===== config.mk =====
export PLATFORM = sky130hd
export DESIGN_NAME = vram_blit_controller
export DESIGN_NICKNAME = d
export VERILOG_FILES = /design/src/rtl/video_pkg.sv /design/src/rtl/vram_arbiter.sv /design/src/rtl/vram_blit_controller.sv
export SDC_FILE = /design/constraint.sdc
export NUM_CORES = 1
export LEC_CHECK = 0
export ABC_CLOCK_PERIOD_IN_PS = 4300
export CAP_MARGIN = 30
export CORE_ASPECT_RATIO = 1.75
export CORE_MARGIN = 3
export CORE_UTILIZATION = 36
export DETAILED_ROUTE_END_ITERATION = 8
export GPL_TIMING_DRIVEN = 0
export PLACE_DENSITY_LB_ADDON = 0.2
export REMOVE_ABC_BUFFERS = 1
export SYNTH_ARGS = -nofsm -noshare
export SYNTH_HDL_FRONTEND = slang
export SYNTH_SLANG_ARGS = --single-unit

===== constraint.sdc =====
create_clock -name clk -period 4.3 [get_ports clk]
set_input_delay 0.86 -clock clk [delete_from_list [all_inputs] [get_ports clk]]
set_output_delay 0.86 -clock clk [all_outputs]
set_load 0.02 [all_outputs]

===== src/rtl/video_pkg.sv =====
// Shared types and constants for the text-screen VRAM blit engine.
package video_pkg;

  localparam int COLS_DEF = 64;
  localparam int ROWS_DEF = 30;
  localparam int N_DEF    = COLS_DEF * ROWS_DEF;
  localparam int AW       = 11;
  localparam int DW       = 8;

  // Engine sequencing states.
  typedef enum logic [2:0] {
    ST_IDLE,
    ST_FILL,
    ST_COPY_RD,
    ST_COPY_WR,
    ST_CLR_ROW
  } state_t;

  // Which requester currently drives the VRAM port.
  typedef enum logic {
    OWN_CPU,
    OWN_ENG
  } owner_t;

  // CMD register bit positions.
  localparam int CMD_FILL   = 0;
  localparam int CMD_SCROLL = 1;

  // Register addresses.
  localparam logic REG_CMD  = 1'b0;
  localparam logic REG_FILL = 1'b1;

  localparam logic [DW-1:0] FILL_CHAR_RST = 8'h20;

  // One VRAM-port request as seen by the arbiter.
  typedef struct packed {
    logic          cs;
    logic          wr;
    logic [AW-1:0] a;
    logic [DW-1:0] din;
  } vram_req_t;

endpackage


===== src/rtl/vram_arbiter.sv =====
// Per-transaction arbiter between CPU and blit engine for the VRAM port.
// The CPU has fixed priority; a stalled transaction keeps the port until it
// completes so it is never pre-empted.
module vram_arbiter
  import video_pkg::*;
(
  input  logic      clk,
  input  logic      reset,
  input  vram_req_t cpu_req,
  input  vram_req_t eng_req,
  input  logic      vram_wait,
  output vram_req_t vram_req,
  output logic      cpu_wait,
  output logic      eng_go
);

  owner_t owner;
  owner_t lock_own_q;
  logic   lock_q;

  // Owner selection: locked owner wins, otherwise CPU first.
  always_comb begin
    if (lock_q)           owner = lock_own_q;
    else if (cpu_req.cs)  owner = OWN_CPU;
    else                  owner = OWN_ENG;
  end

  assign vram_req = (owner == OWN_CPU) ? cpu_req : eng_req;
  assign cpu_wait = cpu_req.cs & ((owner != OWN_CPU) | vram_wait);
  assign eng_go   = (owner == OWN_ENG) & eng_req.cs & ~vram_wait;

  // Lock register: remembers who owns a transaction stalled by VRAM_WAIT.
  always_ff @(posedge clk) begin
    // NOTE: sequential state uses non-blocking assignments so every register
    // samples pre-edge values regardless of statement order.
    if (reset) begin
      lock_q     <= 1'b0;
      lock_own_q <= OWN_CPU;
    end else begin
      lock_q     <= vram_req.cs & vram_wait;
      lock_own_q <= owner;
    end
  end

endmodule


===== src/rtl/vram_blit_controller.sv =====
// Text-screen bulk-operation engine (clear-screen fill, scroll-up-one-row)
// plus CPU pass-through to the CPU-side VRAM port.
module vram_blit_controller
  import video_pkg::*;
#(
  parameter int COLS = COLS_DEF,
  parameter int ROWS = ROWS_DEF
) (
  input  logic          clk,
  input  logic          reset,
  input  logic          reg_cs,
  input  logic          reg_wr,
  input  logic          reg_a,
  input  logic [DW-1:0] reg_din,
  output logic [DW-1:0] reg_dout,
  input  logic          cpu_cs,
  input  logic          cpu_wr,
  input  logic [AW-1:0] cpu_a,
  input  logic [DW-1:0] cpu_din,
  output logic [DW-1:0] cpu_dout,
  output logic          cpu_wait,
  output logic          vram_cs,
  output logic          vram_wr,
  output logic [AW-1:0] vram_a,
  output logic [DW-1:0] vram_din,
  input  logic [DW-1:0] vram_dout,
  input  logic          vram_wait,
  output logic          busy,
  output logic          done
);

  localparam int            N         = COLS * ROWS;
  localparam logic [AW-1:0] LAST      = AW'(N - 1);
  localparam logic [AW-1:0] COLS_A    = AW'(COLS);
  localparam logic [AW-1:0] CLR_START = AW'(N - COLS);

  state_t        state_q, state_d;
  logic [AW-1:0] ptr_q, ptr_d;
  logic [DW-1:0] data_q, data_d;
  logic [DW-1:0] fill_char_q;
  logic          done_q, done_d;
  logic          eng_go;
  logic          cmd_wr;
  vram_req_t     cpu_req, eng_req, vram_req;

  assign busy     = (state_q != ST_IDLE);
  assign done     = done_q;
  assign cmd_wr   = reg_cs & reg_wr & (reg_a == REG_CMD) & ~busy;
  assign reg_dout = (reg_a == REG_FILL) ? fill_char_q : {7'b0, busy};
  assign cpu_dout = vram_dout;

  assign cpu_req = '{cs: cpu_cs, wr: cpu_wr, a: cpu_a, din: cpu_din};

  // Engine request: reads only in COPY_RD, copy writes go one row up.
  always_comb begin
    eng_req.cs  = busy;
    eng_req.wr  = (state_q != ST_COPY_RD);
    eng_req.a   = (state_q == ST_COPY_WR) ? ptr_q - COLS_A : ptr_q;
    eng_req.din = (state_q == ST_COPY_WR) ? data_q : fill_char_q;
  end

  vram_arbiter u_arb (
    .clk      (clk),
    .reset    (reset),
    .cpu_req  (cpu_req),
    .eng_req  (eng_req),
    .vram_wait(vram_wait),
    .vram_req (vram_req),
    .cpu_wait (cpu_wait),
    .eng_go   (eng_go)
  );

  assign vram_cs  = vram_req.cs;
  assign vram_wr  = vram_req.wr;
  assign vram_a   = vram_req.a;
  assign vram_din = vram_req.din;

  // Next-state logic: the engine only moves on cycles it completes an access.
  always_comb begin
    // NOTE: every combinational output gets a default first so no path can
    // leave it unassigned and infer a latch.
    state_d = state_q;
    ptr_d   = ptr_q;
    data_d  = data_q;
    done_d  = 1'b0;
    case (state_q)
      ST_IDLE: begin
        if (cmd_wr && reg_din[CMD_FILL]) begin
          state_d = ST_FILL;
          ptr_d   = '0;
        end else if (cmd_wr && reg_din[CMD_SCROLL]) begin
          state_d = ST_COPY_RD;
          ptr_d   = COLS_A;
        end
      end
      ST_FILL, ST_CLR_ROW: begin
        if (eng_go) begin
          ptr_d = ptr_q + 1'b1;
          if (ptr_q == LAST) begin
            state_d = ST_IDLE;
            done_d  = 1'b1;
          end
        end
      end
      ST_COPY_RD: begin
        if (eng_go) begin
          data_d  = vram_dout;
          state_d = ST_COPY_WR;
        end
      end
      ST_COPY_WR: begin
        if (eng_go) begin
          if (ptr_q == LAST) begin
            state_d = ST_CLR_ROW;
            ptr_d   = CLR_START;
          end else begin
            state_d = ST_COPY_RD;
            ptr_d   = ptr_q + 1'b1;
          end
        end
      end
      default: state_d = ST_IDLE;
    endcase
  end

  // Engine state, pointer, copy data and DONE pulse registers.
  always_ff @(posedge clk) begin
    if (reset) begin
      state_q <= ST_IDLE;
      ptr_q   <= '0;
      data_q  <= '0;
      done_q  <= 1'b0;
    end else begin
      state_q <= state_d;
      ptr_q   <= ptr_d;
      data_q  <= data_d;
      done_q  <= done_d;
    end
  end

  // FILL_CHAR register; read back combinationally through reg_dout.
  always_ff @(posedge clk) begin
    if (reset)                                  fill_char_q <= FILL_CHAR_RST;
    else if (reg_cs && reg_wr && reg_a == REG_FILL) fill_char_q <= reg_din;
  end

endmodule


==> flow_summary.json, run 1 <==
{
  "status": "finished clean",
  "swShare_pct": 28.7,
  "grtUsageTotal_pct": 17.7,
  "fmaxAchievable_ghz": 0.250,
  "dieWidth_um": 64.7,
  "tritoncts": "yes",
  "synth_compound_area_share_pct": 15.3,
  "hp-class": "register to register",
  "htreeDepth": 2,
  "skew_ns": 0.00563,
  "synth-main-ff-cell": "dfxtp_1",
  "antenna_found_initial": 0,
  "synth_top_family_by_area": "simple AND/OR/NAND/NOR gates",
  "synth-seq-cells": 33,
  "syn_avg_cell_area_um2": 7.65,
  "relSlewSlack_pct": 49.7,
  "clkPwrFrac_pct": 30.4,
  "grt_pass1_vias": 2176,
  "powerDensity_nw_per_um2": 239,
  "final_cells": 422,
  "peakVddDrop_mv": 0.191,
  "p_sw_uw": 208,
  "hold_viol_final": 0,
  "synth_fa_ha_area_share_pct": 2.30,
  "seq_power_share_pct": 43.8,
  "first_iter_violations": 76,
  "vias": 2199,
  "async_reset_ff_share_pct": 0,
  "ys_types": 45,
  "crit_type": "input pin to output pin",
  "io_pins": 83,
  "grt_max_degree": 21,
  "drt-total-wl_um": 5980,
  "clock_sinks": 33,
  "rsz0062_at_grt": "false",
  "synthSimpleGateAreaFrac_pct": 29.8,
  "postCtsResizedCells": 0,
  "p_leak_nw": 1.10,
  "fin_nets": 394,
  "layout_common_cells": "82 x clkdlybuf4s50_1, 47 x nand2_1, 33 x dfxtp_1",
  "design.core.area_um2": 5720,
  "post-route-min-period_ns": 4.01,
  "clock_path_buffers": 2,
  "portBuffers": 82,
  "setup_slack_ns": 0.292,
  "die_y_um": 109,
  "setup_viol": 0,
  "slew_violations": 0,
  "grt_overflow_total": 0,
  "crit_arrival_ns": 3.15,
  "muxShareOfSynthArea_pct": 11.0,
  "power.total_uw": 725,
  "synthXorXnorAreaFrac_pct": 2.01,
  "pwr-share-comb_pct": 25.8,
  "tightest_slew_ns": 0.752,
  "hpwl_um": 4600,
  "r2r_setup_slack_ns": 2.21,
  "clock_latency_ns": 0.29,
  "dr.pass1.iters": 4,
  "clockRootBuffer": "clkbuf_8",
  "required_ns": 3.44,
  "synth.cell_area_um2": 2170,
  "critPathMaxFanout": 20,
  "period_share_pct": 93.2,
  "holdBufCountCts": 0,
  "final_common_cell": "clkdlybuf4s50_1",
  "regArea_um2": 661,
  "rows": 36,
  "n_antenna_cell": 0,
  "end_kind": "output pin",
  "multi_input_area_um2": 1320,
  "cts_buffers": 5,
  "drt.antenna.violating_nets": 0,
  "synth_edf_count": 0,
  "routabilityCongestion": 0.869,
  "die_area_um2": 7040,
  "ys_seq_area_share_pct": 30.4,
  "drive_above_1_share_pct": 6.65,
  "drt-wirelength-per-cell_um": 14.2,
  "viasPerCell": 5.21,
  "start_util_pct": 38.0,
  "grt_pass1_wl_um": 9900,
  "drc": 0,
  "dp_slack_ns": 0.246,
  "fin_util_pct": 52.9,
  "ys_warn_count": 0,
  "dp_cells": 416,
  "start_kind": "input pin",
  "p_int_uw": 517,
  "cap_violations": 0,
  "area_growth_pct": 39.3,
  "cts.clk_slew.worst_paths_ns": 0.07,
  "syn_inst": 284,
  "fillCellCount": 579,
  "hold_ws_ns": 0.472,
  "post_cts.repair.setup_buffers": 0
}
logic make-up after synthesis:
logic type	after synthesis
mux	23
simple gates	129
fa+ha+maj	4
compound gates	54
flops	33
buf+inv	36
xor+xnor	5
state kept, by name, indices dropped and copies added, names as in the netlist:
register and flops:
ptr_q 11, data_q 8, fill_char_q 8, state_q 3
done 1, u_arb.lock_own_q 1, u_arb.lock_q 1
critical path, stage by stage:
cell and delay, ns:
clkdlybuf4s50_1 0.50, inv_1 0.07, o21ai_2 0.58, buf_8 0.24
mux2_2 0.34, clkdlybuf4s50_1 0.54
per-stage QoR:
step / cell area (um2) / TNS (ns)
global placement: 2920 / -14.14
global route: 3030 / 0
finish: 3030 / 0
floorplan: 2000 / 0
detailed placement: 2950 / 0
CTS: 3030 / 0
worst paths after layout:
| check | from | to | cells past startpoint |
|---|---|---|---|
| hold / removal | fill_char_q[6]$_SDFFE_PP0P_ | fill_char_q[6]$_SDFFE_PP0P_ | 2 |
| setup reg to reg | ptr_q[0]$_SDFFE_PP0P_ | ptr_q[7]$_SDFFE_PP0P_ | 6 |
| hold reg to reg | fill_char_q[6]$_SDFFE_PP0P_ | fill_char_q[6]$_SDFFE_PP0P_ | 2 |
| setup / recovery | cpu_cs | vram_a[7] | 6 |
power groups by stage:
stage / registers, mW / clock network, mW / logic [mW]
floorplan: 0.323 / 0 / 0.0748
global placement: 0.324 / 0 / 0.183
detailed placement: 0.325 / 0 / 0.188
CTS: 0.318 / 0.227 / 0.189
global route: 0.319 / 0.241 / 0.202
finish: 0.318 / 0.220 / 0.187
metal layers:
layer / wire length (um) / global-route usage, % / share of wire [%] / vias to the layer above
met4: 104 / 6.96 / 1.7 / 0
met1: 2280 / 18.5 / 38 / 995
met2: 3160 / 32.5 / 53 / 87
li1: - / - / - / 1104
met3: 435 / 5.26 / 7.3 / 13
met5: 0 / 0 / 0 / -
area by class of cell:
class | count | area share [%]
repair buffers | 84 | 28.1
flip-flops and latches | 33 | 21.8
multi-input cells | 215 | 43.5
clock inverters | 1 | 0.165
clock buffers | 5 | 2.27
well taps | 76 | 3.14
inverters | 8 | 0.992
synth_stat cells (all sizes together), types with 3 or more instances:
| cell | n | area, um2 |
|---|---|---|
| nor3 | 4 | 20.0 |
| nor4 | 4 | 25.0 |
| buf | 15 | 120 |
| nand4 | 4 | 25.0 |
| mux2i | 16 | 160 |
| o32ai | 3 | 26.3 |
| nand3 | 15 | 75.1 |
| o21ai | 19 | 106 |
| mux2 | 7 | 78.8 |
| ha | 4 | 50.1 |
| dfxtp | 33 | 661 |
| a31oi | 5 | 31.3 |
| nand3b | 6 | 45.0 |
| nor2b | 3 | 18.8 |
| inv | 8 | 30.0 |
| and2 | 9 | 56.3 |
| o21a | 3 | 22.5 |
| xnor2 | 4 | 35.0 |
| nand2 | 47 | 176 |
| or3 | 4 | 35.0 |
| a21oi | 17 | 85.1 |
| clkbuf | 13 | 48.8 |
| nor2 | 21 | 81.3 |
Power figures use the tool's default switching activity.
==> run 2: changes to the inputs <==
--- a/config.mk
+++ b/config.mk
@@ -7,11 +7,12 @@
 export LEC_CHECK = 0
 export ABC_CLOCK_PERIOD_IN_PS = 4300
 export CAP_MARGIN = 30
+export CELL_PAD_IN_SITES_DETAIL_PLACEMENT = 1
+export CELL_PAD_IN_SITES_GLOBAL_PLACEMENT = 1
 export CORE_ASPECT_RATIO = 1.75
 export CORE_MARGIN = 3
-export CORE_UTILIZATION = 36
+export CORE_UTILIZATION = 33
 export DETAILED_ROUTE_END_ITERATION = 8
-export GPL_TIMING_DRIVEN = 0
 export PLACE_DENSITY_LB_ADDON = 0.2
 export REMOVE_ABC_BUFFERS = 1
 export SYNTH_ARGS = -nofsm -noshare
==> run 2 against run 1 <==
  * Maximum frequency increased by 11%
  * Clock skew down 0.0035 ns
  * Cell count is 1.7% higher
  * Clock power grew 8%
  * Non-clock buffer count up 2
  * Critical path type unchanged
  * Largest cell class unchanged
==> flow_summary.json, run 2 (same netlist as run 1, synthesis figures left out) <==
{
  "status": "finished clean",
  "whs_endpoint": "fill_char_q[6]$_SDFFE_PP0P_",
  "post_cts.repair.setup_buffers": 0,
  "postCtsResizedCells": 0,
  "final_cells": 429,
  "hp-start": "fill_char_q[6]$_SDFFE_PP0P_",
  "portBuffers": 82,
  "routabilityCongestion": 0.849,
  "regToRegEndpoint": "ptr_q[2]$_SDFFE_PP0P_",
  "final_common_cell": "clkdlybuf4s50_1",
  "hold_viol_final": 0,
  "clock_latency_ns": 0.28,
  "postPlaceCellArea_um2": 2960,
  "drt.antenna.violating_nets": 0,
  "grtUsageTotal_pct": 17.7,
  "io_pins": 83,
  "skew_ns": 0.00217,
  "clock_sinks": 33,
  "dr.pass1.iters": 4,
  "dp_cells": 422,
  "dieWidth_um": 67.3,
  "critPathMaxFanout": 21,
  "hold_ws_ns": 0.477,
  "path_buf_inv": 4,
  "die_area_um2": 7630,
  "setup_viol": 0,
  "layout_common_cells": "82 x clkdlybuf4s50_1, 47 x nand2_1, 33 x dfxtp_1",
  "hpwl_um": 5100,
  "cts.clk_slew.worst_paths_ns": 0.07,
  "rsz0062_at_grt": "false",
  "fin_area_um2": 3050,
  "top_register": "ptr_q",
  "relSlewSlack_pct": 61.8,
  "first_iter_violations": 88,
  "antenna_found_initial": 0,
  "slowest_delay_ns": 0.53,
  "n_antenna_cell": 0,
  "cts_buffers": 5,
  "period_share_pct": 84.3,
  "rows": 38,
  "start_util_pct": 34.6,
  "htreeDepth": 2,
  "design.core.area_um2": 6280,
  "drt-wirelength-per-cell_um": 15.2,
  "fin_util_pct": 48.5,
  "critPathSlowestCell": "clkdlybuf4s50_1",
  "required_ns": 3.44,
  "grt_overflow_total": 0,
  "grt_pass1_vias": 2302,
  "end_kind": "output pin",
  "r2r_setup_slack_ns": 2.25,
  "die_y_um": 113,
  "peakVddDrop_mv": 0.183,
  "fin_nets": 396,
  "vias": 2234,
  "tightest_slew_ns": 0.574,
  "fmaxAchievable_ghz": 0.276,
  "holdBufCountCts": 0,
  "p_leak_nw": 1.10,
  "grt_pass1_wl_um": 10500,
  "crit_arrival_ns": 2.77,
  "power.total_uw": 744,
  "fillCellCount": 787,
  "crit_chain": "clkdlybuf4s50_1 -> inv_1 -> o21ai_2 -> buf_4 -> mux2_2 -> clkdlybuf4s50_1",
  "fin_setup_tns_ns": 0,
  "largest_registers": "ptr_q (11), data_q (8), fill_char_q (8)",
  "post-route-min-period_ns": 3.63,
  "powerDensity_nw_per_um2": 244,
  "r2r_cells": 6,
  "crit_type": "input pin to output pin",
  "drc": 0,
  "viasPerCell": 5.21,
  "clockRootBuffer": "clkbuf_8",
  "drt-total-wl_um": 6520,
  "hp-class": "register to register",
  "dp_slack_ns": 0.648,
  "tritoncts": "yes",
  "clock_path_buffers": 2,
  "area_growth_pct": 40.1,
  "largest_register_ffs": 11,
  "drive_above_1_share_pct": 7.16,
  "start_kind": "input pin",
  "rr_startpoint": "ptr_q[0]$_SDFFE_PP0P_",
  "crit_path_frequent_cell": "clkdlybuf4s50_1",
  "cp_top_family": "buffers and inverters",
  "cap_violations": 0,
  "grt_max_degree": 27,
  "slew_violations": 0,
  "setup_slack_ns": 0.675,
  "min_path_cells": 2
}
[run 2: power breakdown]
group	switching (mW)	leakage, nW	total (mW)	internal [mW]
clock	0.111	0.0443	0.238	0.127
sequential	0.00645	0.267	0.318	0.311
combinational	0.0896	0.792	0.188	0.0982
total	0.207	1.10	0.744	0.537
[run 2: worst reg2reg max path: stages, from the launching register on]
cell and delay, ns:
dfxtp_1 0.41, ha_1 0.23, nand3_1 0.17, or4_1 0.54, a21o_1 0.33, nand4b_1 0.16, a31oi_1 0.09
[run 2: area by class of cell]
cell class              count  area (um2)  area share (%)
inverters                   8        30.0           0.986
repair buffers             86         851            27.9
clock buffers               7        86.3            2.83
well taps                  80         100            3.29
flip-flops and latches     33         661            21.7
multi-input cells         215        1320            43.3
[run 2: worst max path at each step]
stage	end	start	cells after the start
6_report	vram_a[0]	cpu_cs	6
5_1_grt	vram_a[0]	cpu_cs	6
4_1_cts	vram_a[0]	cpu_cs	6
3_5_place_dp	vram_a[0]	cpu_cs	6
3_3_place_gp	vram_a[1]	cpu_cs	6
2_1_floorplan	vram_a[10]	cpu_cs	3
[run 2: per-layer routing]
layer	routed length, um	track usage [%]
met5	0	0
met4	56	5.15
met3	326	3.57
met2	3610	33.7
met1	2530	18.6
==> run 3: changes to the inputs <==
--- a/config.mk
+++ b/config.mk
@@ -5,13 +5,13 @@
 export SDC_FILE = /design/constraint.sdc
 export NUM_CORES = 1
 export LEC_CHECK = 0
-export ABC_CLOCK_PERIOD_IN_PS = 4300
+export ABC_CLOCK_PERIOD_IN_PS = 3500
 export CAP_MARGIN = 30
 export CELL_PAD_IN_SITES_DETAIL_PLACEMENT = 1
 export CELL_PAD_IN_SITES_GLOBAL_PLACEMENT = 1
 export CORE_ASPECT_RATIO = 1.75
 export CORE_MARGIN = 3
-export CORE_UTILIZATION = 33
+export CORE_UTILIZATION = 31
 export DETAILED_ROUTE_END_ITERATION = 8
 export PLACE_DENSITY_LB_ADDON = 0.2
 export REMOVE_ABC_BUFFERS = 1
==> constraint.sdc (replaced) <==
create_clock -name clk -period 3.5 [get_ports clk]
set_input_delay 0.7 -clock clk [delete_from_list [all_inputs] [get_ports clk]]
set_output_delay 0.7 -clock clk [all_outputs]
set_load 0.02 [all_outputs]
==> run 3 against run 2 <==
  * Sequential share of layout area decreased by 0.67 points
  * Critical path depth stayed put
  * First-iteration DRC count decreased by 18%
  * Combinational power grew 27%
  * Sequential power up 23%
  * Critical endpoint is now vram_a[1]
  * Largest cell class unchanged
==> flow_summary.json, run 3 (same netlist as run 1, synthesis figures left out) <==
{
  "grtUsageTotal_pct": 17.3,
  "dieWidth_um": 69.3,
  "status": "finished clean",
  "hpwl_um": 5220,
  "fmaxAchievable_ghz": 0.306,
  "largest_registers": "ptr_q (11), data_q (8), fill_char_q (8)",
  "slew_violations": 0,
  "grt_pass1_vias": 2331,
  "fin_nets": 400,
  "cts.clk_slew.worst_paths_ns": 0.05,
  "required_ns": 2.80,
  "top_usage_layer": "met2",
  "fin_setup_tns_ns": 0,
  "rsz0062_at_grt": "false",
  "start_util_pct": 32.5,
  "gr-usage-met3_pct": 4.05,
  "tritoncts": "yes",
  "critPathMaxFanout": 11,
  "multi_input_area_um2": 1320,
  "hp-class": "register to register",
  "die_area_um2": 8090,
  "met2_usage_pct": 33.4,
  "crit_chain": "clkdlybuf4s50_1 -> inv_1 -> o21ai_2 -> buf_4 -> mux2_2 -> clkdlybuf4s50_1",
  "first_iter_violations": 72,
  "clock_latency_ns": 0.28,
  "postCtsResizedCells": 0,
  "end_kind": "output pin",
  "cts_buffers": 5,
  "design.core.area_um2": 6690,
  "top_register": "ptr_q",
  "dr.pass1.iters": 4,
  "drt-total-wl_um": 6670,
  "drive_above_1_share_pct": 8.47,
  "relSlewSlack_pct": 59.0,
  "worstSetupStartpoint": "cpu_cs",
  "setup_viol": 0,
  "io_pins": 83,
  "regArea_um2": 661,
  "start_kind": "input pin",
  "clock_sinks": 33,
  "htreeDepth": 2,
  "crit_path_frequent_cell": "clkdlybuf4s50_1",
  "clock_path_buffers": 2,
  "hold_viol_final": 0,
  "vias": 2204,
  "powerDensity_nw_per_um2": 336,
  "die_y_um": 117,
  "drc": 0,
  "grt_max_degree": 25,
  "clockRootBuffer": "clkbuf_16",
  "n_antenna_cell": 0,
  "skew_ns": 0.00347,
  "holdBufCountCts": 0,
  "rows": 39,
  "hp-start": "fill_char_q[6]$_SDFFE_PP0P_",
  "area_growth_pct": 44.6,
  "peakVddDrop_mv": 0.259,
  "routabilityCongestion": 0.825,
  "crit_type": "input pin to output pin",
  "grtUsageMet1_pct": 18.0,
  "critPathSlowestCell": "clkdlybuf4s50_1",
  "post-route-min-period_ns": 3.27,
  "tightest_slew_ns": 0.611,
  "largest_register_ffs": 11,
  "fillCellCount": 821,
  "cap_violations": 0,
  "viasPerCell": 5.06,
  "portBuffers": 82,
  "slowest_delay_ns": 0.53,
  "antenna_found_initial": 0,
  "final_common_cell": "clkdlybuf4s50_1",
  "dp_cells": 428,
  "p_leak_nw": 1.15,
  "grt_pass1_wl_um": 11200,
  "final_cells": 436,
  "rr_startpoint": "ptr_q[0]$_SDFFE_PP0P_",
  "period_share_pct": 93.3,
  "drt.antenna.violating_nets": 0,
  "grt_overflow_total": 0,
  "layout_common_cells": "82 x clkdlybuf4s50_1, 47 x nand2_1, 33 x dfxtp_1",
  "post_cts.repair.setup_buffers": 0,
  "drt-wirelength-per-cell_um": 15.3,
  "crit_arrival_ns": 2.57
}
## run 3: cell types whose count changed in the layout (fill, tap and decap cells not counted), sizes merged
cell	change
buf	+4
clkinv	+2
clkbuf	-1
## run 3: final cells by class
| cell class | instances | share of cell area [%] |
|---|---|---|
| Multi-Input combinational cell | 215 | 41.9 |
| Clock buffer | 6 | 4.10 |
| Sequential cell | 33 | 21.0 |
| Timing Repair Buffer | 90 | 28.4 |
| Inverter | 8 | 0.955 |
| Clock inverter | 2 | 0.318 |
| Tap cell | 82 | 3.26 |
## run 3: worst paths after layout
| kind | endpoint | slack [ns] | depth (start not counted) |
|---|---|---|---|
| min reg2reg | fill_char_q[6]$_SDFFE_PP0P_ | 0.47 | 2 |
| max | vram_a[1] | 0.23 | 6 |
| max reg2reg | ptr_q[2]$_SDFFE_PP0P_ | 1.41 | 6 |
| min | fill_char_q[6]$_SDFFE_PP0P_ | 0.47 | 2 |
## run 3: stage by stage
stage | setup WS [ns] | total power [mW] | cell area, um2 | util, % | hold WS (ns)
floorplan | 0.367 | 0.488 | 2000 | - | 0.438
global placement | 0.241 | 0.636 | 3000 | 44.9 | 0.460
detailed placement | 0.205 | 0.638 | 3000 | 44.9 | 0.464
CTS | 0.205 | 1.07 | 3140 | 47.0 | 0.470
global route | 0.115 | 1.10 | 3140 | 47.0 | 0.490
finish | 0.235 | 1.06 | 3140 | 47.0 | 0.466
## run 3: critical path: cells and delay by family
| kind | cells | cell delay, ns |
|---|---|---|
| buffers and inverters | 4 | 1.31 |
| multiplexers | 1 | 0.34 |
| AO/OA/AOI/OAI | 1 | 0.20 |
## run 3: layer usage
metal | part of all wire [%] | vias up
met5 | 0 | -
met4 | 1.5 | 0
met3 | 4.3 | 6
met2 | 56 | 55
met1 | 39 | 1021
li1 | - | 1122
## run 3: where the power goes
part / switching [mW] / internal (mW) / leakage, nW
Clock: 0.167 / 0.261 / 0.0706
Combinational: 0.112 / 0.126 / 0.816
Sequential: 0.00669 / 0.383 / 0.267
